[src/rtl/fetch_pkg.sv]
// Shared types for the instruction fetch stage: FSM states, queue entry, PC helpers.
// No logic of its own; imported by fetch_queue and fetch_unit.
// Entry layout keeps the PC alongside the instruction so decode never recomputes it.
package fetch_pkg;

    localparam int INSTR_BYTES = 4;

    typedef enum logic [1:0] {
        IDLE  = 2'd0,
        FETCH = 2'd1,
        DRAIN = 2'd2
    } fetch_state_t;

    typedef struct packed {
        logic [31:0] pc;
        logic [31:0] instr;
    } ifq_entry_t;

    function automatic logic [31:0] align_pc(input logic [31:0] addr);
        return {addr[31:2], 2'b00};
    endfunction

endpackage

[src/rtl/fetch_queue.sv]
// Flushable instruction queue of ifq_entry_t between fetch and decode.
// Latency: a push is visible at the head the cycle after it is written.
// Backpressure: pop is ignored when empty; flush wins over push and pop; push is dropped when full.
module fetch_queue
    import fetch_pkg::*;
#(
    parameter int DEPTH = 4
) (
    input  logic                         clk,
    input  logic                         rst_n,
    input  logic                         push,
    input  ifq_entry_t                   push_dat,
    input  logic                         pop,
    input  logic                         flush,
    output logic                         head_vld,
    output ifq_entry_t                   head_dat,
    output logic [$clog2(DEPTH+1)-1:0]   count_next
);

    localparam int AW = $clog2(DEPTH);
    localparam int CW = $clog2(DEPTH + 1);

    ifq_entry_t    mem [DEPTH];
    logic [AW-1:0] wr_ptr;
    logic [AW-1:0] rd_ptr;
    logic [CW-1:0] count;
    logic          full;
    logic          do_push;
    logic          do_pop;

    assign full     = (count == CW'(DEPTH));
    assign head_vld = (count != '0);
    assign do_push  = push & ~flush & ~full;
    assign do_pop   = pop & ~flush & head_vld;

    // The fetch FSM uses the post-update occupancy to decide whether it has credit.
    always_comb begin
        if (flush) begin
            count_next = '0;
        end else begin
            count_next = count + CW'(do_push) - CW'(do_pop);
        end
    end

    // DEPTH is a power of two, so the pointers wrap naturally.
    always_ff @(posedge clk) begin
        if (!rst_n) begin
            wr_ptr <= '0;
            rd_ptr <= '0;
            count  <= '0;
        end else begin
            count <= count_next;
            if (flush) begin
                wr_ptr <= '0;
                rd_ptr <= '0;
            end else begin
                if (do_push) begin
                    wr_ptr <= wr_ptr + AW'(1);
                end
                if (do_pop) begin
                    rd_ptr <= rd_ptr + AW'(1);
                end
            end
        end
    end

    always_ff @(posedge clk) begin
        if (do_push) begin
            mem[wr_ptr] <= push_dat;
        end
    end

    assign head_dat = head_vld ? mem[rd_ptr] : '0;

    no_push_when_full: assert property (@(posedge clk) disable iff (!rst_n)
        !(push && !flush && full));

endmodule

[src/rtl/fetch_unit.sv]
// Instruction fetch: owns the PC, issues single-word reads, queues {pc, instr} for decode.
// Latency: reset release to first head is 3 cycles with a 1-cycle memory; one instruction per 2 cycles.
// Backpressure: stops requesting when the queue would be full; resumes as soon as a slot frees.
module fetch_unit
    import fetch_pkg::*;
#(
    parameter logic [31:0] RESET_PC = 32'h0000_0060,
    parameter int          DEPTH    = 4
) (
    input  logic        clk,
    input  logic        rst_n,
    output logic        imem_read,
    output logic [31:0] imem_address,
    input  logic        imem_resp,
    input  logic [31:0] imem_rdata,
    input  logic        redirect_valid,
    input  logic [31:0] redirect_pc,
    output logic        ifq_valid,
    output logic [31:0] ifq_pc,
    output logic [31:0] ifq_instr,
    input  logic        ifq_ready
);

    localparam int          CW          = $clog2(DEPTH + 1);
    localparam logic [31:0] RESET_PC_AL = RESET_PC & ~32'd3;

    fetch_state_t  state;
    fetch_state_t  state_nxt;
    logic [31:0]   pc;
    logic          push;
    logic          pop;
    logic          credit;
    logic [CW-1:0] q_count_nxt;
    ifq_entry_t    push_dat;
    ifq_entry_t    head;

    // Masking the read in the response cycle keeps at most one request outstanding.
    assign imem_read    = (state == FETCH) & ~imem_resp;
    assign imem_address = pc;

    assign push     = (state == FETCH) & imem_resp & ~redirect_valid;
    assign pop      = ifq_valid & ifq_ready & ~redirect_valid;
    assign credit   = (q_count_nxt < CW'(DEPTH));
    assign push_dat = '{pc: pc, instr: imem_rdata};

    always_comb begin
        state_nxt = state;
        case (state)
            IDLE: begin
                if (redirect_valid || credit) begin
                    state_nxt = FETCH;
                end
            end
            FETCH: begin
                if (redirect_valid) begin
                    // A request committed this cycle must be waited out and discarded.
                    state_nxt = imem_resp ? FETCH : DRAIN;
                end else if (imem_resp && !credit) begin
                    state_nxt = IDLE;
                end
            end
            DRAIN: begin
                if (imem_resp) begin
                    state_nxt = FETCH;
                end
            end
            default: state_nxt = IDLE;
        endcase
    end

    always_ff @(posedge clk) begin
        if (!rst_n) begin
            state <= IDLE;
            pc    <= RESET_PC_AL;
        end else begin
            state <= state_nxt;
            if (redirect_valid) begin
                pc <= align_pc(redirect_pc);
            end else if (push) begin
                pc <= pc + 32'(INSTR_BYTES);
            end
        end
    end

    fetch_queue #(
        .DEPTH (DEPTH)
    ) u_queue (
        .clk        (clk),
        .rst_n      (rst_n),
        .push       (push),
        .push_dat   (push_dat),
        .pop        (pop),
        .flush      (redirect_valid),
        .head_vld   (ifq_valid),
        .head_dat   (head),
        .count_next (q_count_nxt)
    );

    assign ifq_pc    = head.pc;
    assign ifq_instr = head.instr;

endmodule

[config.mk]
export PLATFORM = sky130hd
export DESIGN_NAME = fetch_unit
export DESIGN_NICKNAME = d
export VERILOG_FILES = /design/src/rtl/fetch_pkg.sv /design/src/rtl/fetch_queue.sv /design/src/rtl/fetch_unit.sv
export SDC_FILE = /design/constraint.sdc
export NUM_CORES = 1
export LEC_CHECK = 0
export CAP_MARGIN = 10
export CORE_ASPECT_RATIO = 0.9
export CORE_MARGIN = 1
export CORE_UTILIZATION = 35
export DETAILED_ROUTE_END_ITERATION = 6
export SLEW_MARGIN = 5
export SYNTH_ARGS = -nofsm -noshare
export SYNTH_HDL_FRONTEND = slang
export SYNTH_HIERARCHICAL = 1
export SYNTH_SLANG_ARGS = --single-unit
export TNS_END_PERCENT = 10
[constraint.sdc]
create_clock -name clk -period 3.2 [get_ports clk]
set_input_delay 0.64 -clock clk [delete_from_list [all_inputs] [get_ports clk]]
set_output_delay 0.64 -clock clk [all_outputs]
set_load 0.005 [all_outputs]
After elaboration in Yosys (flattened, before gate mapping)
Memories as Yosys holds them, arrays and structs flattened. A register that Yosys moved wholly into a read port is not among the register bits.
Cells that the tools add are included.
- reduce and logical (&&, ||, !) cells: 8
- order comparisons: 1
- add/subtract/negate cells: 5
- muxes and demuxes: 14
- equality and inequality tests: 6
- bitwise logic cells: 13
- operator list (kind ; number):
    $mux 32 ; 2
    $mux 64 ; 1
    $add 32x3->32 const B ; 1
    $mux 2 ; 7
    $and 1x1->1 ; 9
    $pmux 2 s3 ; 1
    $add 2x1->2 const B ; 2
    $ne 2x2->1 const B ; 2
    $not 1->1 ; 4
    $add 3x1->3 ; 1
    $eq 3x3->1 const B ; 1
    $lt 3x3->1 const B ; 1
    $mux 3 ; 1
    $ne 3x2->1 const B ; 1
    $reduce_and 3->1 ; 1
    $reduce_bool 3->1 ; 1
    $sub 3x1->3 ; 1
    $eq 2x1->1 const B ; 1
    $eq 2x2->1 const B ; 1
    $logic_not 2->1 ; 1
    $mux 1 ; 2
    $reduce_bool 2->1 ; 1
    $reduce_or 2->1 ; 1
    $logic_and 1x1->1 ; 1
    other kinds (2) ; 2
- bits in writable memories: 256
- logic and storage cells: 54
- memories kept: 1
- flip-flop bits (word level): 41
- output and inout bits: 98
- input port bits: 69
- memories (name ; depth ; width ; read ports ; clocked after Yosys merged registers in ; wr ports ; RTL line ; source):
    u_queue.mem ; 4 ; 64 ; 1 ; 1 ; 1 ; fetch_queue.sv:23 ; ifq_entry_t mem [DEPTH];

Depth between registers and ports, before layout
Gate-level depths: netlist of run 1.
- depth in word-level cells: 14
- depth in mapped cells: 17

By module
The synthesis of run 1 kept the hierarchy.
- modules (own cells, without submodules) (module ; area each (sq um) ; seq. area each (sq um) ; instances ; cells each):
    fetch_queue ; 10178.5 ; 7867.5 ; 1 ; 458
    fetch_unit ; 1935.6 ; 640.6 ; 1 ; 252

Least setup slack after synthesis of run 1
OpenSTA, ideal clock, no wires.
- path kind: input -> register
- start point: input redirect_valid
- end point: register state[0]
- cell stages on the path: 17
- setup time: 135 ps
- slack: -171 ps
- arrival: 3236 ps
- data required time: 3065 ps
- path buffers: 2
- cells stage by stage: clkbuf_1 > clkbuf_1 > nor2_1 > nor2b_1 > and2_4 > inv_1 > ha_1 > inv_1 > ha_1 > inv_1 > fa_1 > xor2_1 > xnor2_1 > nor2_1 > inv_1 > o41ai_1 > a221oi_1
- longest elaborated chain between the ends: 12
- elaborated cells on any way between the ends: 19
- classes of those cells: add/sub: 2; order compare: 1; eq/ne: 2; mux: 3; bitwise: 7; reduce/logical: 4
- RTL lines (what ; RTL line ; source):
    start, declared ; fetch_unit.sv:16 ; input logic redirect_valid,
    $not 1->1 (*) ; fetch_unit.sv:41 ; assign push = (state == FETCH) & imem_resp & ~redirect_valid;
    $and 1x1->1 (*) ; fetch_unit.sv:41 ;
    net push ; fetch_unit.sv:30 ; logic push;
    $and 1x1->1 (*) (2 in series) ; fetch_queue.sv:33 ; assign do_push = push & ~flush & ~full;
    $add 3x1->3 (*) ; fetch_queue.sv:41 ; count_next = count + CW'(do_push) - CW'(do_pop);
    $sub 3x1->3 (*) ; fetch_queue.sv:41 ;
    $mux 3 (*) ; fetch_queue.sv:38 ; if (flush) begin
    net q_count_nxt[2] ; fetch_unit.sv:33 ; logic [CW-1:0] q_count_nxt;
    $lt 3x3->1 (*) ; fetch_unit.sv:43 ; assign credit = (q_count_nxt < CW'(DEPTH));
    $logic_not 1->1 ; fetch_unit.sv:58 ; end else if (imem_resp && !credit) begin
    $logic_and 1x1->1 ; fetch_unit.sv:58 ;
    $ne 3x2->1 (no line) ; n/a ;
    $reduce_and 3->1 (no line) (*) ; n/a ;
    end signal, assigned ; fetch_unit.sv:76 ; state <= state_nxt;
    end, declared ; fetch_unit.sv:27 ; fetch_state_t state;
The timed path passes the listed nets; every way through them passes the cells marked *.
A chain may end at the register's enable or synchronous reset.

==> results of run 1 <==
## metrics by stage
step	power, W	cell area, um2
after floorplan	0.004501	12150
after global placement	0.004742	14470
after detailed placement	0.004748	14470
after CTS	0.008750	15650
after global routing	0.008921	15690
final	0.008628	15690
## sequential cells by signal, summed over array words and instances (netlist names), named ones only
signal	count
u_queue/count	3
imem_address	30
u_queue/wr_ptr	2
state	2
u_queue/mem	256
u_queue/rd_ptr	2
## area by class of cell
cell class,count,area (um2)
Clock buffer,41,950.9
Timing Repair Buffer,196,1992
Sequential cell,297,8518
Fill cell,2999,18340
Inverter,11,42.54
Clock inverter,21,215.2
Tap cell,462,578.1
Multi-Input combinational cell,367,3395
## per-layer routing
metal,up-vias,global-route usage (%),part of all wire [%],routed length [um]
met3,38,3.120,6.2,1716
met2,238,24.66,45,12560
li1,3228,-,-,-
met5,-,0,0,0
met1,3570,22.83,47,12930
met4,0,3.714,1.6,437
## worst register-to-register path, delay by kind of cell (launching register included)
| family | cells | cell delay, ns |
|---|---|---|
| compound gates | 3 | 0.40 |
| xor+xnor | 2 | 0.30 |
| fa+ha+maj | 3 | 0.74 |
| buf+inv | 3 | 0.17 |
| flops | 1 | 0.35 |
| simple gates | 4 | 0.82 |
## power breakdown
group / switching (W) / internal, W / leakage (nW)
logic: 0.000146 / 0.000190 / 1.80
clock network: 0.00151 / 0.00245 / 0.562
registers: 0.0000773 / 0.00425 / 2.65
total: 0.00174 / 0.00689 / 5.02
## worst paths after layout
path,slack (ns),to,cells past startpoint
min reg2reg,0.51,state[0]$_SDFFE_PN0P_,1
min,0.51,state[0]$_SDFFE_PN0P_,1
max,0.18,ifq_instr[0],4
max reg2reg,0.30,state[0]$_SDFFE_PN0P_,15
## what timing repair did
item                                    in CTS  in global routing
gates resized for setup                      5                  8
buffers inserted                             0                  2
endpoints found under the setup margin      12                 14
pin swaps                                    0                  4
==> flow_summary.toml, run 1 <==
[hold_path]
hp-class = "reg -> reg"
hp-start = "state[0]$_SDFFE_PN0P_"

[cells_and_area]
finalCoreUtilization_pct = 46.11
mostFrequentLayoutCells = "256 x edfxtp_1, 159 x clkdlybuf4s50_1, 66 x and2_1"
fin_nets = 984
layout-drive-gt1-share_pct = 18.11
syn_to_final_growth_pct = 29.64
stdcell_count = 1395
final_common_cell = "edfxtp_1"
antenna_cells = 0

[clock_tree]
cts.sinks = 297
hold_buffers = 0
clock_latency_ns = 0.49
htreeDepth = 2
root_buffer = "clkbuf_16"
cts_made_buffers = 34
cts_tree = "yes"
ctsLongestPathBuffers = 3
clk_pin_slew_ns = 0.06

[place]
hpwl_um = 17250
place_ws_ns = -0.3803
port_buffers = 162
gp_congestion = 0.7777
post-place-cells = 1331

[power_and_ir_drop]
leakagePower_nw = 5.017
powerDensity_nw_per_um2 = 549.9
ir_drop_mv = 0.2816

[run]
maxCapViolations = 0

[grt]
gr-total-overflow = 0
grt_pass1_wl_um = 42230
grt_pass1_vias = 7083
antenna_found_initial = 0
grt_max_degree = 66
track_usage_pct = 15.85

[route]
first_iter_violations = 424
post_drt_wl_per_cell_um = 19.82
ant_nets = 0
dr.pass1.iters = 5
drc = 0
num_vias = 7074
viasPerCell = 5.071
wl_um = 27650

[sta]
max_clock_freq_mhz = 331.0
setup_slack_ns = 0.1789
skew_ns = 0.007465
final.setup.tns_ns = 0
timing.hold.ws_ns = 0.5123
setup_violations = 0
maxSlewHeadroom_pct = 59.48
worst_slew_pin_slew_ns = 0.6023
finalHoldViolations = 0
drv_slew = 0
rsz0062_at_grt = "false"
layout_worst_path_cycle_share_pct = 94.41
fin_crit_ns = 3.021

[worst_setup_path]
end_kind = "output pin"
cp-start-kind = "register"
slowest_delay_ns = 0.60
crit_fanout = 22
cp.arrival_ns = 2.38
critical_path.cell_chain = "buf_4, mux4_2, and2_1, clkdlybuf4s50_1"
crit_type = "reg -> out"
cp_data_required_time_ns = 2.56
r2r_start = "u_queue/count[2]$_SDFF_PN0_"
cp_num_buf_inv = 2
crit_family = "buffers and inverters"
cp_slowest_cell = "dfxtp_4"

[logic_synthesis]
yosysWarnings = 6
synth_cells = 708
synth_area_um2 = 12100
syn_avg_cell_area_um2 = 17.10

[floorplan]
die_w_um = 198.0
core_area_um2 = 34030
die_area_um2 = 35330
num_rows = 64
start_util_pct = 35.57
die_y_um = 178.4
io-pin-count = 167

[outcome]
status = "finished, final reports clean"
Power figures use the tool's default switching activity.
==> inputs of run 2 (changes only) <==
--- a/config.mk
+++ b/config.mk
@@ -7,8 +7,9 @@
 export LEC_CHECK = 0
 export CAP_MARGIN = 10
 export CORE_ASPECT_RATIO = 0.9
-export CORE_MARGIN = 1
+export CORE_MARGIN = 10
 export CORE_UTILIZATION = 35
+export CTS_CLUSTER_SIZE = 28
 export DETAILED_ROUTE_END_ITERATION = 6
 export SLEW_MARGIN = 5
 export SYNTH_ARGS = -nofsm -noshare
==> flow_summary.toml, run 2 (same netlist as run 1, synthesis figures left out) <==
[outcome]
status = "finished, final reports clean"

[power_and_ir_drop]
leakagePower_nw = 5.007
powerDensity_nw_per_um2 = 539.1
ir_drop_mv = 0.2647

[floorplan]
die_w_um = 216.0
num_rows = 64
io-pin-count = 167
die_y_um = 196.4
core_area_um2 = 34030
die_area_um2 = 42430
start_util_pct = 35.57

[grt]
gr-total-overflow = 0
track_usage_pct = 13.45
grt_pass1_wl_um = 44350
antenna_found_initial = 0
grt_max_degree = 66
grt_pass1_vias = 7217

[sta]
finalHoldViolations = 0
max_clock_freq_mhz = 328.1
maxSlewHeadroom_pct = 58.42
fin_crit_ns = 3.048
setup_violations = 0
worst_slew_pin_slew_ns = 0.6180
layout_worst_path_cycle_share_pct = 95.25
rsz0062_at_grt = "false"
drv_slew = 0
skew_ns = 0.01890

[cells_and_area]
syn_to_final_growth_pct = 29.41
mostFrequentLayoutCells = "256 x edfxtp_1, 161 x clkdlybuf4s50_1, 67 x and2_1"
finalCoreUtilization_pct = 46.03
antenna_cells = 0
regMostFlops = "u_queue/mem"
layout-drive-gt1-share_pct = 17.77
largest_reg_flops = 256
fillers = 2940
final_common_cell = "edfxtp_1"
fin_area_um2 = 15660
fin_nets = 987

[place]
post_dp_cell_area_um2 = 14520
gp_congestion = 0.8172
hpwl_um = 18720
port_buffers = 162

[clock_tree]
htreeDepth = 2
ctsLongestPathBuffers = 3
clock_latency_ns = 0.51
hold_buffers = 0
cts.sinks = 297
cts_tree = "yes"
clk_pin_slew_ns = 0.06
root_buffer = "clkbuf_16"
cts_made_buffers = 34

[worst_setup_path]
end_kind = "output pin"
crit_fanout = 65
critical_path.cell_chain = "or3_2, buf_6, and2_1, clkdlybuf4s50_1"
crit_type = "reg -> out"
critPathLaunch = "u_queue/count[2]$_SDFF_PN0_"
cp.arrival_ns = 2.41
cp_slowest_cell = "clkdlybuf4s50_1"
cp-start-kind = "register"
r2r_start = "u_queue/count[2]$_SDFF_PN0_"
cp_data_required_time_ns = 2.56
slowest_delay_ns = 0.54

[route]
ant_nets = 0
wl_um = 29040
viasPerCell = 5.024
drc = 0
dr.pass1.iters = 5
post_drt_wl_per_cell_um = 20.80
num_vias = 7013
first_iter_violations = 465

[hold_path]
hp-class = "reg -> reg"
hp-start = "u_queue/rd_ptr[0]$_SDFFE_PP0P_"

[run]
maxCapViolations = 0
==> run 2: per-layer routing <==
metal	global-route usage (%)	part of all wire (%)	up-vias
li1	-	-	3213
met1	18.28	45	3518
met2	20.77	45	238
met3	4.042	8.3	44
met4	3.312	1.7	0
met5	0	0	-
==> run 2: through the flow <==
step,setup slack (ns),setup TNS [ns],hold WS [ns],total power (W),cells
floorplan,0.002314,0,0.4847,0.004501,717
detailed placement,-0.3589,-0.3589,0.5352,0.004752,1332
CTS,0.1246,0,0.5474,0.008568,1395
finish,0.1519,0,0.5431,0.008444,1396
global placement,-0.3347,-0.3347,0.5166,0.004747,1332
global route,0.01468,0,0.5707,0.008761,1396
==> run 2: critical path, delay by kind of cell, from the launching register on <==
family        cells  cell delay (ns)
flops             1             0.31
simple gates      2             0.73
buf+inv           2             0.76
==> run 2: timing repair <==
action                                  CTS  global route
resized for setup                         1             3
setup buffers                             3             1
endpoints found under the setup margin    4             1
pin swaps                                 0             3
==> run 2: area by class of cell <==
class / instances / area, um2 / share of cell area, %
sequential: 297 / 8516 / 54.37
multi-input combinational: 367 / 3388 / 21.63
tap: 462 / 578.1 / 3.690
clock buffer: 44 / 929.6 / 5.935
inverter: 11 / 42.54 / 0.2716
timing repair buffer: 199 / 2043 / 13.04
clock inverter: 16 / 166.4 / 1.062
==> run 2: where the power goes <==
part / internal (W) / switching [W] / leakage (nW) / total [W]
sequential: 0.00425 / 0.0000778 / 2.65 / 0.00433
combinational: 0.000191 / 0.000147 / 1.82 / 0.000338
clock: 0.00230 / 0.00148 / 0.540 / 0.00377
==> run 2: final timing paths <==
path,endpoint,slack (ns),depth (start not counted)
setup / recovery,ifq_pc[20],0.15,4
hold / removal,u_queue/rd_ptr[0]$_SDFFE_PP0P_,0.54,2
setup reg to reg,state[0]$_SDFFE_PN0P_,0.20,15
hold reg to reg,u_queue/rd_ptr[0]$_SDFFE_PP0P_,0.54,2
==> inputs of run 3 (changes only) <==
--- a/config.mk
+++ b/config.mk
@@ -9,6 +9,7 @@
 export CORE_ASPECT_RATIO = 0.9
 export CORE_MARGIN = 10
 export CORE_UTILIZATION = 35
+export CTS_BUF_LIST = sky130_fd_sc_hd__clkbuf_2
 export CTS_CLUSTER_SIZE = 28
 export DETAILED_ROUTE_END_ITERATION = 6
 export SLEW_MARGIN = 5
==> constraint.sdc (replaced) <==
create_clock -name clk -period 3.2 [get_ports clk]
set_input_delay 0.64 -clock clk [delete_from_list [all_inputs] [get_ports clk]]
set_output_delay 0.64 -clock clk [all_outputs]
set_load 0.01 [all_outputs]
==> flow_summary.toml, run 3 (same netlist as run 1, synthesis figures left out) <==
[floorplan]
core_area_um2 = 34030
die_y_um = 196.4
die_w_um = 216.0
num_rows = 64
start_util_pct = 35.57
io-pin-count = 167
die_area_um2 = 42430

[place]
port_buffers = 162
post_dp_cell_area_um2 = 14520
hpwl_um = 18920
post-place-cells = 1334
place_ws_ns = -0.3636
gp_congestion = 0.8169

[route]
ant_nets = 0
first_iter_violations = 565
dr.pass1.iters = 5
wl_um = 30220
num_vias = 7410
drc = 0
post_drt_wl_per_cell_um = 20.28
viasPerCell = 4.973

[sta]
maxSlewHeadroom_pct = 48.69
fin_crit_ns = 3.086
finalHoldViolations = 0
skew_ns = 0.06327
max_clock_freq_mhz = 324.1
final.setup.tns_ns = 0
layout_worst_path_cycle_share_pct = 96.43
worst_slew_pin_slew_ns = 0.7673
setup_slack_ns = 0.1143
rsz0062_at_grt = "true"
setup_violations = 0
drv_slew = 0

[clock_tree]
clock_latency_ns = 0.88
cts.sinks = 297
root_buffer = "clkbuf_2"
clk_pin_slew_ns = 0.09
htreeDepth = 3
ctsLongestPathBuffers = 3
hold_buffers = 0
cts_tree = "yes"
cts_made_buffers = 77

[power_and_ir_drop]
pwr-share-clk_pct = 38.7
p_int_w = 0.005871
p_sw_share_pct = 22.96
powerDensity_nw_per_um2 = 490.0
ir_drop_mv = 0.2785
power.share.combinational_pct = 4.5
power.total_w = 0.007621
leakagePower_nw = 5.354
p_sw_w = 0.001750
power_frac_seq_pct = 56.8

[cells_and_area]
largest_reg_flops = 256
regMostFlops = "u_queue/mem"
final_common_cell = "edfxtp_1"
stdcell_count = 1490
syn_to_final_growth_pct = 28.49
fillers = 3054
fin_area_um2 = 15550
fin_nets = 1047
mostFrequentLayoutCells = "256 x edfxtp_1, 131 x clkbuf_2, 98 x clkdlybuf4s50_1"
layout-drive-gt1-share_pct = 32.23

[grt]
globalRoute.busiestLayer = "met2"
grt_pass1_vias = 7845
track_usage_pct = 14.15
gr-usage-met3_pct = 4.669
grt_max_degree = 66
gr-total-overflow = 0
antenna_found_initial = 1
grt_pass1_wl_um = 46480
use_met2_pct = 21.16
grt_use_met1_pct = 19.11

[run]
maxCapViolations = 0

[worst_setup_path]
cp_data_required_time_ns = 2.56
crit_fanout = 7
cp.arrival_ns = 2.45
cp-start-kind = "register"
end_kind = "output pin"
crit_type = "reg -> out"

[outcome]
status = "finished, final reports clean"

[hold_path]
hp-class = "in -> reg"
-- run 3: changes by cell type in the layout (fill, tap and decap cells not counted), moves of 20 or more --
cell and change:
clkbuf_2 +131, buf_2 +27, clkbuf_16 -33, and2_1 -20, clkdlybuf4s50_1 -63, and2_4 +20
-- run 3: worst paths after layout --
path                                    start                            to  slack, ns  depth (start not counted)
hold reg to reg         state[0]$_SDFFE_PN0P_         state[0]$_SDFFE_PN0P_       0.52                          1
setup / recovery                     register                     ifq_pc[3]       0.11                          5
setup reg to reg  u_queue/count[2]$_SDFF_PN0_         state[0]$_SDFFE_PN0P_       0.29                         15
hold / removal                 redirect_pc[5]  imem_address[5]$_SDFFE_PN1P_       0.39                          3
-- run 3: through the flow --
stage | utilization, % | hold slack (ns)
after floorplan | - | 0.4847
after global placement | 42.67 | 0.5000
after detailed placement | 42.67 | 0.5120
after CTS | 45.53 | 0.2961
after global routing | 45.70 | 0.2993
final | 45.70 | 0.3866
-- run 3: power by group through the flow --
| stage | clock network (W) | logic (W) | registers (W) |
|---|---|---|---|
| CTS | 0.00308 | 0.000347 | 0.00433 |
| global route | 0.00328 | 0.000377 | 0.00434 |
| detailed placement | 0 | 0.000347 | 0.00442 |
| global placement | 0 | 0.000345 | 0.00441 |
| finish | 0.00295 | 0.000346 | 0.00433 |
| floorplan | 0 | 0.000117 | 0.00440 |
-- run 3: worst max-delay path, stage by stage, from the launching register on --
cell and delay [ns]:
dfxtp_4 0.39, buf_12 0.15, bufbuf_16 0.27, mux4_2 0.49, and2_4 0.17, buf_2 0.13
-- run 3: what timing repair did --
item	4_1_cts	5_1_grt
setup endpoints to repair	65	64
pin swaps	0	3
gates resized for setup	211	65
buffers inserted	11	4
cloned	3	2
-- run 3: layer usage --
metal	routed length, um	share of wire, %	vias to the layer above
met1	13830	46	3713
met5	0	0	-
met3	2296	7.6	44
li1	-	-	3393
met2	13600	45	260
met4	502	1.7	0
-- run 3: cell type report --
cell class / instances / area, um2 / share of cell area [%]
Timing Repair Buffer: 216 / 2153 / 13.85
Tap cell: 462 / 578.1 / 3.717
Inverter: 11 / 42.54 / 0.2735
Sequential cell: 297 / 8517 / 54.76
Multi-Input combinational cell: 367 / 3443 / 22.14
Clock inverter: 20 / 235.2 / 1.512
Antenna cell: 1 / 2.502 / 0.01609
Clock buffer: 116 / 580.6 / 3.733
